`config.mk`:
```
export PLATFORM = sky130hd
export DESIGN_NAME = axi_rr_arbiter
export DESIGN_NICKNAME = d
export VERILOG_FILES = /design/src/rtl/axi_arb_pkg.sv /design/src/rtl/rr_pick.sv /design/src/rtl/axi_rr_arbiter.sv
export SDC_FILE = /design/constraint.sdc
export NUM_CORES = 1
export LEC_CHECK = 0
export ABC_AREA = 1
export BUFFER_PORTS_ARGS = -buffer_cell sky130_fd_sc_hd__buf_4
export CELL_PAD_IN_SITES_DETAIL_PLACEMENT = 0
export CELL_PAD_IN_SITES_GLOBAL_PLACEMENT = 2
export CORE_UTILIZATION = 27
export CTS_CLUSTER_DIAMETER = 40
export DETAILED_ROUTE_END_ITERATION = 12
export HOLD_SLACK_MARGIN = 0.05
export PLACE_DENSITY = 0.89
export SLEW_MARGIN = 20
export SYNTH_ARGS = -nofsm -noshare
export SYNTH_HDL_FRONTEND = slang
export SYNTH_SLANG_ARGS = --single-unit
export TNS_END_PERCENT = 5
```
`constraint.sdc`:
```
create_clock -name clk -period 2.25 [get_ports clk]
set_clock_uncertainty 0.1 [all_clocks]
set_input_delay 0.1125 -clock clk [delete_from_list [all_inputs] [get_ports clk]]
set_output_delay 0.1125 -clock clk [all_outputs]
set_load 0.01 [all_outputs]
```
`src/rtl/axi_arb_pkg.sv`:
```
// Shared types and AXI response codes for the round-robin slave-path arbiter.
package axi_arb_pkg;

    typedef enum logic [1:0] {
        IDLE  = 2'd0,
        ARB   = 2'd1,
        WRITE = 2'd2,
        READ  = 2'd3
    } arb_state_e;

    localparam logic [1:0] RESP_OKAY   = 2'b00;
    localparam logic [1:0] RESP_EXOKAY = 2'b01;
    localparam logic [1:0] RESP_SLVERR = 2'b10;
    localparam logic [1:0] RESP_DECERR = 2'b11;

    function automatic logic resp_is_err(input logic [1:0] resp);
        return (resp == RESP_SLVERR) || (resp == RESP_DECERR);
    endfunction

endpackage

```
`src/rtl/rr_pick.sv`:
```
// Combinational round-robin search: first requester at or above ptr, else first requester overall.
module rr_pick #(
    parameter int N_MASTERS = 4,
    parameter int IDX_W     = $clog2(N_MASTERS)
) (
    input  logic [N_MASTERS-1:0] req,
    input  logic [IDX_W-1:0]     ptr,
    output logic [N_MASTERS-1:0] pick,
    output logic [IDX_W-1:0]     pick_idx,
    output logic                 any
);

    logic [N_MASTERS-1:0] mask;
    logic [N_MASTERS-1:0] masked;
    logic [N_MASTERS-1:0] search;

    generate
        for (genvar gi = 0; gi < N_MASTERS; gi++) begin : g_mask
            assign mask[gi] = (IDX_W'(gi) >= ptr);
        end
    endgenerate

    // Falling back to the unmasked vector is what makes the search wrap.
    assign masked = req & mask;
    assign search = (|masked) ? masked : req;
    assign any    = |req;

    always_comb begin
        logic found;
        found    = 1'b0;
        pick     = '0;
        pick_idx = '0;
        for (int i = 0; i < N_MASTERS; i++) begin
            if (search[i] && !found) begin
                found    = 1'b1;
                pick[i]  = 1'b1;
                pick_idx = IDX_W'(i);
            end
        end
    end

endmodule

```
`src/rtl/axi_rr_arbiter.sv`:
```
// N-master round-robin arbiter holding each grant for a whole AXI transaction,
// with an optional watchdog that reclaims the bus when a response never arrives.
module axi_rr_arbiter
    import axi_arb_pkg::*;
#(
    parameter int N_MASTERS      = 4,
    parameter int IDX_W          = $clog2(N_MASTERS),
    parameter int TIMEOUT_CYCLES = 0
) (
    input  logic                 clk,
    input  logic                 rst,
    input  logic [N_MASTERS-1:0] awvalid,
    input  logic [N_MASTERS-1:0] arvalid,
    input  logic                 bvalid,
    input  logic                 bready,
    input  logic [1:0]           bresp,
    input  logic                 rvalid,
    input  logic                 rready,
    input  logic                 rlast,
    input  logic [1:0]           rresp,
    output logic [N_MASTERS-1:0] gnt,
    output logic [IDX_W-1:0]     gnt_idx,
    output logic                 gnt_write,
    output logic                 busy,
    output logic                 err_pulse,
    output logic                 timeout_pulse
);

    localparam logic [15:0] WD_LAST = (TIMEOUT_CYCLES == 0) ? 16'd0 : 16'(TIMEOUT_CYCLES - 1);

    arb_state_e           state_reg;
    logic [IDX_W-1:0]     ptr_reg;
    logic [15:0]          wd_cnt_reg;
    logic [N_MASTERS-1:0] gnt_reg;
    logic [IDX_W-1:0]     gnt_idx_reg;
    logic                 gnt_write_reg;
    logic                 busy_reg;
    logic                 err_pulse_reg;
    logic                 timeout_pulse_reg;

    logic [N_MASTERS-1:0] req;
    logic [N_MASTERS-1:0] pick;
    logic [IDX_W-1:0]     pick_idx;
    logic                 pick_any;
    logic                 pick_is_write;
    logic                 done;
    logic [1:0]           done_resp;
    logic                 wd_expire;
    logic [IDX_W-1:0]     ptr_next;

    assign req = awvalid | arvalid;

    rr_pick #(
        .N_MASTERS (N_MASTERS),
        .IDX_W     (IDX_W)
    ) u_pick (
        .req      (req),
        .ptr      (ptr_reg),
        .pick     (pick),
        .pick_idx (pick_idx),
        .any      (pick_any)
    );

    assign pick_is_write = |(awvalid & pick);
    assign done          = ((state_reg == WRITE) && bvalid && bready)
                        || ((state_reg == READ) && rvalid && rready && rlast);
    assign done_resp     = (state_reg == WRITE) ? bresp : rresp;
    // Counter holds the number of completed cycles in WRITE/READ, so this edge ends cycle TIMEOUT_CYCLES.
    assign wd_expire     = (TIMEOUT_CYCLES != 0) && (wd_cnt_reg == WD_LAST);
    assign ptr_next      = (gnt_idx_reg == IDX_W'(N_MASTERS - 1)) ? '0 : gnt_idx_reg + 1'b1;

    always_ff @(posedge clk or negedge rst) begin
        if (!rst) begin
            state_reg         <= IDLE;
            ptr_reg           <= '0;
            wd_cnt_reg        <= '0;
            gnt_reg           <= '0;
            gnt_idx_reg       <= '0;
            gnt_write_reg     <= 1'b0;
            busy_reg          <= 1'b0;
            err_pulse_reg     <= 1'b0;
            timeout_pulse_reg <= 1'b0;
        end else begin
            err_pulse_reg     <= 1'b0;
            timeout_pulse_reg <= 1'b0;
            case (state_reg)
                IDLE: state_reg <= ARB;
                ARB: begin
                    if (pick_any) begin
                        gnt_reg       <= pick;
                        gnt_idx_reg   <= pick_idx;
                        gnt_write_reg <= pick_is_write;
                        busy_reg      <= 1'b1;
                        wd_cnt_reg    <= '0;
                        state_reg     <= pick_is_write ? WRITE : READ;
                    end
                end
                WRITE, READ: begin
                    if (done || wd_expire) begin
                        state_reg         <= ARB;
                        gnt_reg           <= '0;
                        busy_reg          <= 1'b0;
                        ptr_reg           <= ptr_next;
                        wd_cnt_reg        <= '0;
                        err_pulse_reg     <= done && resp_is_err(done_resp);
                        timeout_pulse_reg <= !done;
                    end else begin
                        wd_cnt_reg <= wd_cnt_reg + 16'd1;
                    end
                end
                default: state_reg <= IDLE;
            endcase
        end
    end

    assign gnt           = gnt_reg;
    assign gnt_idx       = gnt_idx_reg;
    assign gnt_write     = gnt_write_reg;
    assign busy          = busy_reg;
    assign err_pulse     = err_pulse_reg;
    assign timeout_pulse = timeout_pulse_reg;

endmodule

```
== Yosys cells after proc, flatten, opt, wreduce, memory -nomap -nowiden ==
Cells that the tools add are included.

* Input bits: 19
* ROM bits: 0
* Logic and storage cells: 75
* Bits in latches: 0
* Memories kept: 0
* Output and inout port bits: 10
* Register bits: 14
* Memory bits (writable): 0

* Reduce and logical (&&, ||, !) cells: 25
* Add/sub/neg operators: 1
* $mul: 0
* Div/mod/pow operators: 0
* Mux-type cells: 26
* Bitwise gates (word level): 3
* Order comparisons: 4
* Equality and inequality tests: 8
* Shift operators: 0

{| class="wikitable"
|+ Operators by type and width
! cell !! number
|-
| $mux 1 || 14
|-
| $mux 2 || 6
|-
| $mux 4 || 3
|-
| $reduce_or 4->1 || 3
|-
| $eq 2x2->1 const B || 5
|-
| $logic_and 1x1->1 || 9
|-
| $and 4x4->4 || 2
|-
| $pmux 4 s2 || 1
|-
| $pmux 2 s3 || 1
|-
| $reduce_and 2->1 || 3
|-
| $ge 1x2->1 const A || 2
|-
| $ge 2x2->1 const A || 2
|-
| $logic_not 1->1 || 4
|-
| $ne 2x2->1 const B || 2
|-
| $or 4x4->4 || 1
|-
| $reduce_and 3->1 || 1
|-
| $add 2x1->2 const B || 1
|-
| $eq 2x1->1 const B || 1
|-
| $logic_not 2->1 || 1
|-
| $logic_or 1x1->1 || 2
|-
| $pmux 1 s2 || 1
|-
| $reduce_bool 2->1 || 1
|-
| $reduce_or 2->1 || 1
|}

== Logic depth before layout (Yosys ltp) ==
Gate-level depths: netlist of run 1.

* Word-level depth: 19
* Gate-level depth with buffers: 13

== Cells and area by module ==
From an unflattened synthesis of run 1, not the netlist that was laid out.

* Cell total of the unflattened synthesis: 103
* Area, all modules: 789.5 µm²

{| class="wikitable"
|+ By module, submodules not included
! module !! cells each !! area each (µm²) !! sequential area each (µm²) !! times used
|-
| axi_rr_arbiter || 78 || 649.4 || 325.3 || 1
|-
| rr_pick || 25 || 140.1 || 0.0 || 1
|}

== Worst setup path after synthesis of run 1 ==
No wires, ideal clock.

* Path type: reg-to-reg
* Start point: reg ptr_reg[1]
* End point: reg gnt_write_reg (netlist: gnt_write)
* Stages on the path, launching flop included: 14
* Data required time: 2033 ps
* Path buffers: 0
* Period minus slack after synthesis: 1385 ps
* Slack: 865 ps
* Data arrival time: 1168 ps
* Setup time: 117 ps
* Cell sequence: dfrtp_1 -> nand2_1 -> inv_1 -> nor2_1 -> nor2_2 -> nand2_2 -> nand2_2 -> nand2_4 -> nand3_2 -> nand2_1 -> inv_1 -> nand3_2 -> nand2_1 -> nand2_1

* Cells in the longest elaborated chain, start to end: 16

{| class="wikitable"
|+ RTL lines
! element !! RTL line !! RTL
|-
| start, declared || axi_rr_arbiter.sv:32 || <nowiki>logic [IDX_W-1:0] ptr_reg;</nowiki>
|-
| start signal, assigned || axi_rr_arbiter.sv:103 || <nowiki>ptr_reg <= ptr_next;</nowiki>
|-
| $ge 1x2->1 or $ge 2x2->1 (tied branches) || rr_pick.sv:19 || <nowiki>assign mask[gi] = (IDX_W'(gi) >= ptr);</nowiki>
|-
| $and 4x4->4 * || rr_pick.sv:24 || <nowiki>assign masked = req & mask;</nowiki>
|-
| $reduce_or 4->1 || rr_pick.sv:25 || <nowiki>assign search = (|masked) ? masked : req;</nowiki>
|-
| $mux 4 * || rr_pick.sv:25 ||
|-
| $mux 1 || rr_pick.sv:34 || <nowiki>if (search[i] && !found) begin</nowiki>
|-
| $logic_not 1->1 || rr_pick.sv:34 ||
|-
| $logic_and 1x1->1 || rr_pick.sv:34 ||
|-
| $mux 1 || rr_pick.sv:34 ||
|-
| $logic_not 1->1 || rr_pick.sv:34 ||
|-
| $logic_and 1x1->1 || rr_pick.sv:34 ||
|-
| $mux 1 || rr_pick.sv:34 ||
|-
| $logic_not 1->1 || rr_pick.sv:34 ||
|-
| $logic_and 1x1->1 || rr_pick.sv:34 ||
|-
| $mux 1 || rr_pick.sv:34 ||
|-
| $and 4x4->4 * || axi_rr_arbiter.sv:64 || <nowiki>assign pick_is_write = |(awvalid & pick);</nowiki>
|-
| $reduce_or 4->1 * || axi_rr_arbiter.sv:64 ||
|-
| end signal, assigned || axi_rr_arbiter.sv:92 || <nowiki>gnt_write_reg <= pick_is_write;</nowiki>
|-
| end, declared || axi_rr_arbiter.sv:36 || <nowiki>logic gnt_write_reg;</nowiki>
|}

Every way passes the cells marked *; elsewhere a longest branch is shown, timed or not.
A chain may end at the register's enable or synchronous reset.

== Worst setup path after layout of run 1 ==
* Start point: reg state_reg[0]
* End point: reg err_pulse_reg (netlist: err_pulse)

* Cells in the longest elaborated chain, start to end: 8

{| class="wikitable"
|+ RTL lines
! element !! RTL line !! RTL
|-
| start, declared || axi_rr_arbiter.sv:31 || <nowiki>arb_state_e state_reg;</nowiki>
|-
| start signal, assigned || axi_rr_arbiter.sv:95 || <nowiki>state_reg <= pick_is_write ? WRITE : READ;</nowiki>
|-
| branches (longest 7 deep; another with $eq 2x2->1) || n/a ||
|-
| $mux 1 * || axi_rr_arbiter.sv:86 || <nowiki>case (state_reg)</nowiki>
|-
| end signal, assigned || axi_rr_arbiter.sv:105 || <nowiki>err_pulse_reg <= done && resp_is_err(done_resp);</nowiki>
|-
| end, declared || axi_rr_arbiter.sv:38 || <nowiki>logic err_pulse_reg;</nowiki>
|}

Every way passes the cells marked *.

==> qor.yml, run 1 <==
status:
  status: "completed"
power_and_ir_drop:
  leakagePower_nw: 0.568
  power.share.clock: 0.138
  swShare: 0.422
  p_seq_frac: 0.375
  ir_drop_v: 0.000615
  p_per_area_nw_per_um2: 1020
  total_power_w: 0.00103
  p_switching_w: 0.000435
  p_int_w: 0.000597
  comb_power_share: 0.487
clocking:
  clock_path_buffers: 2
  cts.sinks: 13
  cts_tree: "done"
  h-tree-depth: 1
  cts_made_buffers: 3
  ctsResizeCount: 0
  clk_pin_slew_ns: 0.09
  root_buffer: "clkbuf_4"
  insertion_delay_ns: 0.28
detailed_routing:
  wl_met1_um: 775
  wl_per_cell_um: 10.4
  via_per_inst: 4.50
  wl_met3_um: 86
  dr.max_layer_used: "met4"
  met2_length_um: 763
  first_pass_iters: 5
  routed_wl_um: 1640
  drtAntennaViolNets: 0
  initialDrtViolationCount: 17
  drc: 0
  vias: 711
setup_path:
  cp_cell_sequence: "nor2_1, nand3_1, and2_1, a21oi_1, dlygate4sd3_1"
  cp-start-kind: "flop"
  cp.required_ns: 2.36
  r2r-start: "state_reg[0]"
  cp-end-kind: "flop"
  crit_type: "flop to flop"
  crit_arrival_ns: 1.90
  cp-startpoint: "state_reg[0]"
  critPathMaxStageDelay_ns: 0.55
  crit_fanout: 7
  cp_slowest_cell: "dlygate4sd3_1"
sta:
  rsz0062_at_grt: "no"
  setup_tns_ns: 0
  period_needed_ns: 1.78
  period_share: 0.793
  slew_violations: 0
  hold_violations: 0
  fmax_mhz: 560
  fin_hold_ws_ns: 0.102
  postLayoutSetupSlackWorst_ns: 0.465
  setup_viol: 0
synth:
  synthCells: 98
  seq_area_frac_synth: 0.438
  synth_fp_nets: 118
  synthDistinctLibCells: 25
  synth_warnings: 0
  syn_area_um2: 743
  synth.avg_cell_area_um2: 7.58
  ys_ff_latch: 13
floorplan:
  die_w_um: 54.5
  core_um2: 2540
  die_y_um: 54.5
  io_pins: 29
  dieArea_um2: 2970
  initial_core_util: 0.292
  num_rows: 18
global_routing:
  grt-ovfl-total: 0
  grt_pass1_vias: 658
  antenna_found_initial: 0
  track_usage: 0.136
  grt_pass1_wl_um: 2830
  grt_max_degree: 14
flow_run:
  maxCapViolCount: 0
layout:
  largest_reg_flops: 4
  regArea_um2: 325
  antenna-diode-count: 0
  areaGrowthSynthToFinish_pct: 36.4
  n_fill_cell: 264
  post-route-util: 0.398
  fin_nets: 149
  drive_gt1_frac: 0.320
  multi_input_area_um2: 349
placement:
  place_congestion: 0.843
  dp_slack_ns: 0.688
  numPortBuffers: 25
  place_hpwl_um: 1310
min_path:
  min-delay-path-class: "input port to asynchronous set/reset pin"
## cell usage in the layout (no fill, tap or decap), types with 2 or more instances in the layout
cell type / synthesis / layout
o21ai_0: 2 / 2
nand2_1: 29 / 29
nor2_2: 3 / 3
dlygate4sd3_1: 0 / 3
inv_1: 13 / 13
nand3_2: 2 / 2
nand2_2: 3 / 3
buf_4: 1 / 25
clkbuf_4: 0 / 3
a21oi_2: 2 / 2
nand4_1: 4 / 4
dfrtp_1: 13 / 13
nand3_1: 7 / 7
nor2_1: 6 / 6
## logic make-up (layout without fill, tap and decap cells)
family                   Yosys count  after routing  synth area share
AO/OA/AOI/OAI                      8              8            0.0707
adder cells (fa/ha/maj)            1              1            0.0168
buffers and inverters             17             47            0.0926
flip-flops                        13             13             0.438
other                              1              1           0.00505
AND/OR/NAND/NOR                   58             58             0.377
## Yosys cell counts, drive strengths merged
master | count | area share
nand2 | 33 | 0.19
inv | 14 | 0.071
dfrtp | 13 | 0.44
nand3 | 9 | 0.074
nor2 | 9 | 0.056
nand4 | 4 | 0.034
a21oi | 3 | 0.030
o21ai | 3 | 0.020
a21boi | 1 | 0.010
and2 | 1 | 0.0084
buf | 1 | 0.010
clkbuf | 1 | 0.0067
clkinv | 1 | 0.0050
conb | 1 | 0.0050
ha | 1 | 0.017
nand3b | 1 | 0.010
nor4 | 1 | 0.0084
o31ai | 1 | 0.010
## layout make-up
type                       instances  share of cell area
clock inverter                     1             0.00494
inverter                          15              0.0556
tap                               30              0.0370
sequential                        13               0.321
multi-input combinational         68               0.344
clock buffer                       3              0.0222
timing repair buffer              28               0.215
## final timing paths
| kind | to | slack [ns] | depth (start not counted) |
|---|---|---|---|
| min in group clk | state_reg[0] | 0.11 | 6 |
| max in group asynchronous | err_pulse | 1.78 | 2 |
| setup / recovery | err_pulse | 0.47 | 5 |
| setup reg to reg | err_pulse | 0.47 | 5 |
| hold reg to reg | gnt[2] | 0.39 | 2 |
| hold / removal | gnt[0] | 0.10 | 2 |
## power groups by stage
| stage | sequential, W | combinational (W) | clock [W] |
|---|---|---|---|
| after global placement | 0.000390 | 0.000495 | 0 |
| after CTS | 0.000388 | 0.000507 | 0.000149 |
| after floorplan | 0.000405 | 0.000302 | 0 |
| after global routing | 0.000400 | 0.000582 | 0.000160 |
| after detailed placement | 0.000392 | 0.000496 | 0 |
| final | 0.000387 | 0.000502 | 0.000143 |
## per-layer routing
metal / vias up / GRT usage
met5: - / 0
met2: 18 / 0.211
met1: 317 / 0.179
li1: 371 / -
met4: 0 / 0.0385
met3: 5 / 0.0417
## metrics by stage
step	cell area [um^2]	std cells
global route	1010	158
detailed placement	956	151
floorplan	743	98
CTS	1010	158
finish	1010	158
global placement	956	151
## critical path, delay by kind of cell (launching register included)
kind / cells / cell delay, ns
AND/OR/NAND/NOR: 3 / 0.52
flip-flops: 1 / 0.41
buffers and inverters: 1 / 0.55
AO/OA/AOI/OAI: 1 / 0.13
## what timing repair did
action,in CTS,in global routing
hold endpoints to repair,14,0
hold buffers,3,0
buffers inserted,0,0
Note: power is estimated with default switching activity, not from simulation.
==> run 2, diff against run 1 <==
Settings changed: CORE_UTILIZATION 27 to 25, PLACE_DENSITY 0.89 to 0.84.
Clock period 2.25 ns to 1.8 ns, I/O delays scaled along.
==> run 2 against run 1 <==
Effect of this change:
- total power is 24% higher
- largest cell class unchanged
- largest power group unchanged
- clock power is 24% higher
- utilization is 3.4 points lower
- combinational power is 25% higher
- count of clock-buffer cells in the layout is 1 higher
- via count is 2.8% lower
- register-to-register slack worse by 0.23 ns
- sequential share of layout area stayed put
==> qor.yml, run 2 (synthesis gave the netlist of run 1 again) <==
flow_run:
  maxCapViolCount: 0
status:
  status: "completed"
power_and_ir_drop:
  p_int_w: 0.000748
  comb_power_share: 0.487
  leakagePower_nw: 0.563
  p_per_area_nw_per_um2: 1270
  power.share.clock: 0.138
  ir_drop_v: 0.000774
  p_switching_w: 0.000535
  p_seq_frac: 0.375
  swShare: 0.417
detailed_routing:
  routed_wl_um: 1660
  drc: 0
  initialDrtViolationCount: 19
  via_per_inst: 4.35
  vias: 691
  first_pass_iters: 4
  wl_per_cell_um: 10.4
  drtAntennaViolNets: 0
placement:
  place_hpwl_um: 1320
  dp_slack_ns: 0.237
  place_inst: 152
  place_congestion: 0.671
  numPortBuffers: 25
sta:
  setup_tns_ns: 0
  period_needed_ns: 1.56
  slew_violations: 0
  period_share: 0.868
  rsz0062_at_grt: "no"
  postLayoutSetupSlackWorst_ns: 0.239
  setup_viol: 0
  fmax_mhz: 640
  hold_violations: 0
floorplan:
  dieArea_um2: 3200
  initial_core_util: 0.267
  core_um2: 2780
  num_rows: 19
  die_y_um: 56.5
  die_w_um: 56.5
  io_pins: 29
layout:
  layout.cells.most_common: "nand2_1"
  layout_common_cells: "29 x nand2_1, 25 x buf_4, 13 x inv_1, 13 x dfrtp_1, 7 x nand3_1"
  layoutNonFillerInstCount: 159
  antenna-diode-count: 0
  largest_reg_flops: 4
  areaGrowthSynthToFinish_pct: 36.4
  drive_gt1_frac: 0.313
  fin_nets: 149
global_routing:
  grt_pass1_wl_um: 3040
  grt_max_degree: 14
  antenna_found_initial: 0
  grt_pass1_vias: 686
  grt-ovfl-total: 0
  track_usage: 0.120
setup_path:
  crit_arrival_ns: 1.63
  reg2reg_depth: 13
  crit_fanout: 7
  cp-start-kind: "flop"
  cp.required_ns: 1.87
  cp-end-kind: "flop"
  crit_type: "flop to flop"
clocking:
  root_buffer: "clkbuf_4"
  cts_made_buffers: 3
  h-tree-depth: 1
  clock_path_buffers: 2
  insertion_delay_ns: 0.27
  clk_pin_slew_ns: 0.08
  cts_tree: "done"
  cts_setup_buffers: 0
  cts.sinks: 13
min_path:
  min-delay-path-class: "input port to asynchronous set/reset pin"
[run 2: final timing paths]
kind,slack [ns],from,to
max reg2reg,0.24,ptr_reg[1],gnt_write
max in group asynchronous,1.35,rst,err_pulse
max,0.24,ptr_reg[1],gnt_write
min,0.09,rst,gnt[1]
min in group clk,0.10,awvalid[3],state_reg[0]
min reg2reg,0.38,gnt[1],gnt[1]
[run 2: through the flow]
step                power [W]   util  hold slack, ns  instance area (um^2)
finish                0.00128  0.364          0.0910                  1010
global route          0.00141  0.364          0.0906                  1010
CTS                   0.00130  0.364          0.0836                  1010
detailed placement    0.00111  0.344          -0.153                   957
global placement      0.00111  0.344          -0.156                   957
floorplan            0.000884      -          -0.306                   743
[run 2: cell type report]
type,instances,area [um^2]
Multi-Input combinational cell,68,349
Inverter,15,56.3
Timing Repair Buffer,28,218
Clock buffer,4,26.3
Fill cell,300,1770
Sequential cell,13,325
Tap cell,31,38.8
[run 2: layer usage]
layer | vias to the layer above | track usage | share of wire
li1 | 371 | - | -
met2 | 17 | 0.187 | 0.44
met3 | 0 | 0.0415 | 0.057
met1 | 303 | 0.163 | 0.51
met4 | 0 | 0.0209 | 0
met5 | - | 0 | 0
[run 2: worst max-delay path, stage by stage (launching register included)]
cell and delay, ns:
dfrtp_1 0.41, nand2_1 0.09, inv_1 0.06, nor2_1 0.05
nor2_2 0.13, nand2_2 0.08, nand2_2 0.09, nand2_4 0.08
nand3_2 0.06, nand2_1 0.04, inv_1 0.06, nand3_2 0.08
nand2_1 0.08, nand2_1 0.05
[run 2: power groups by stage]
stage               sequential, W  combinational, W  clock [W]
global placement         0.000487          0.000623          0
global route             0.000495          0.000716   0.000201
CTS                      0.000483          0.000636   0.000186
finish                   0.000481          0.000625   0.000177
floorplan                0.000507          0.000377          0
detailed placement       0.000488          0.000626          0
[run 2: repair_timing]
item,4_1_cts,5_1_grt
hold buffers,3,0
endpoints found under the hold margin,14,0
resized for setup,0,0
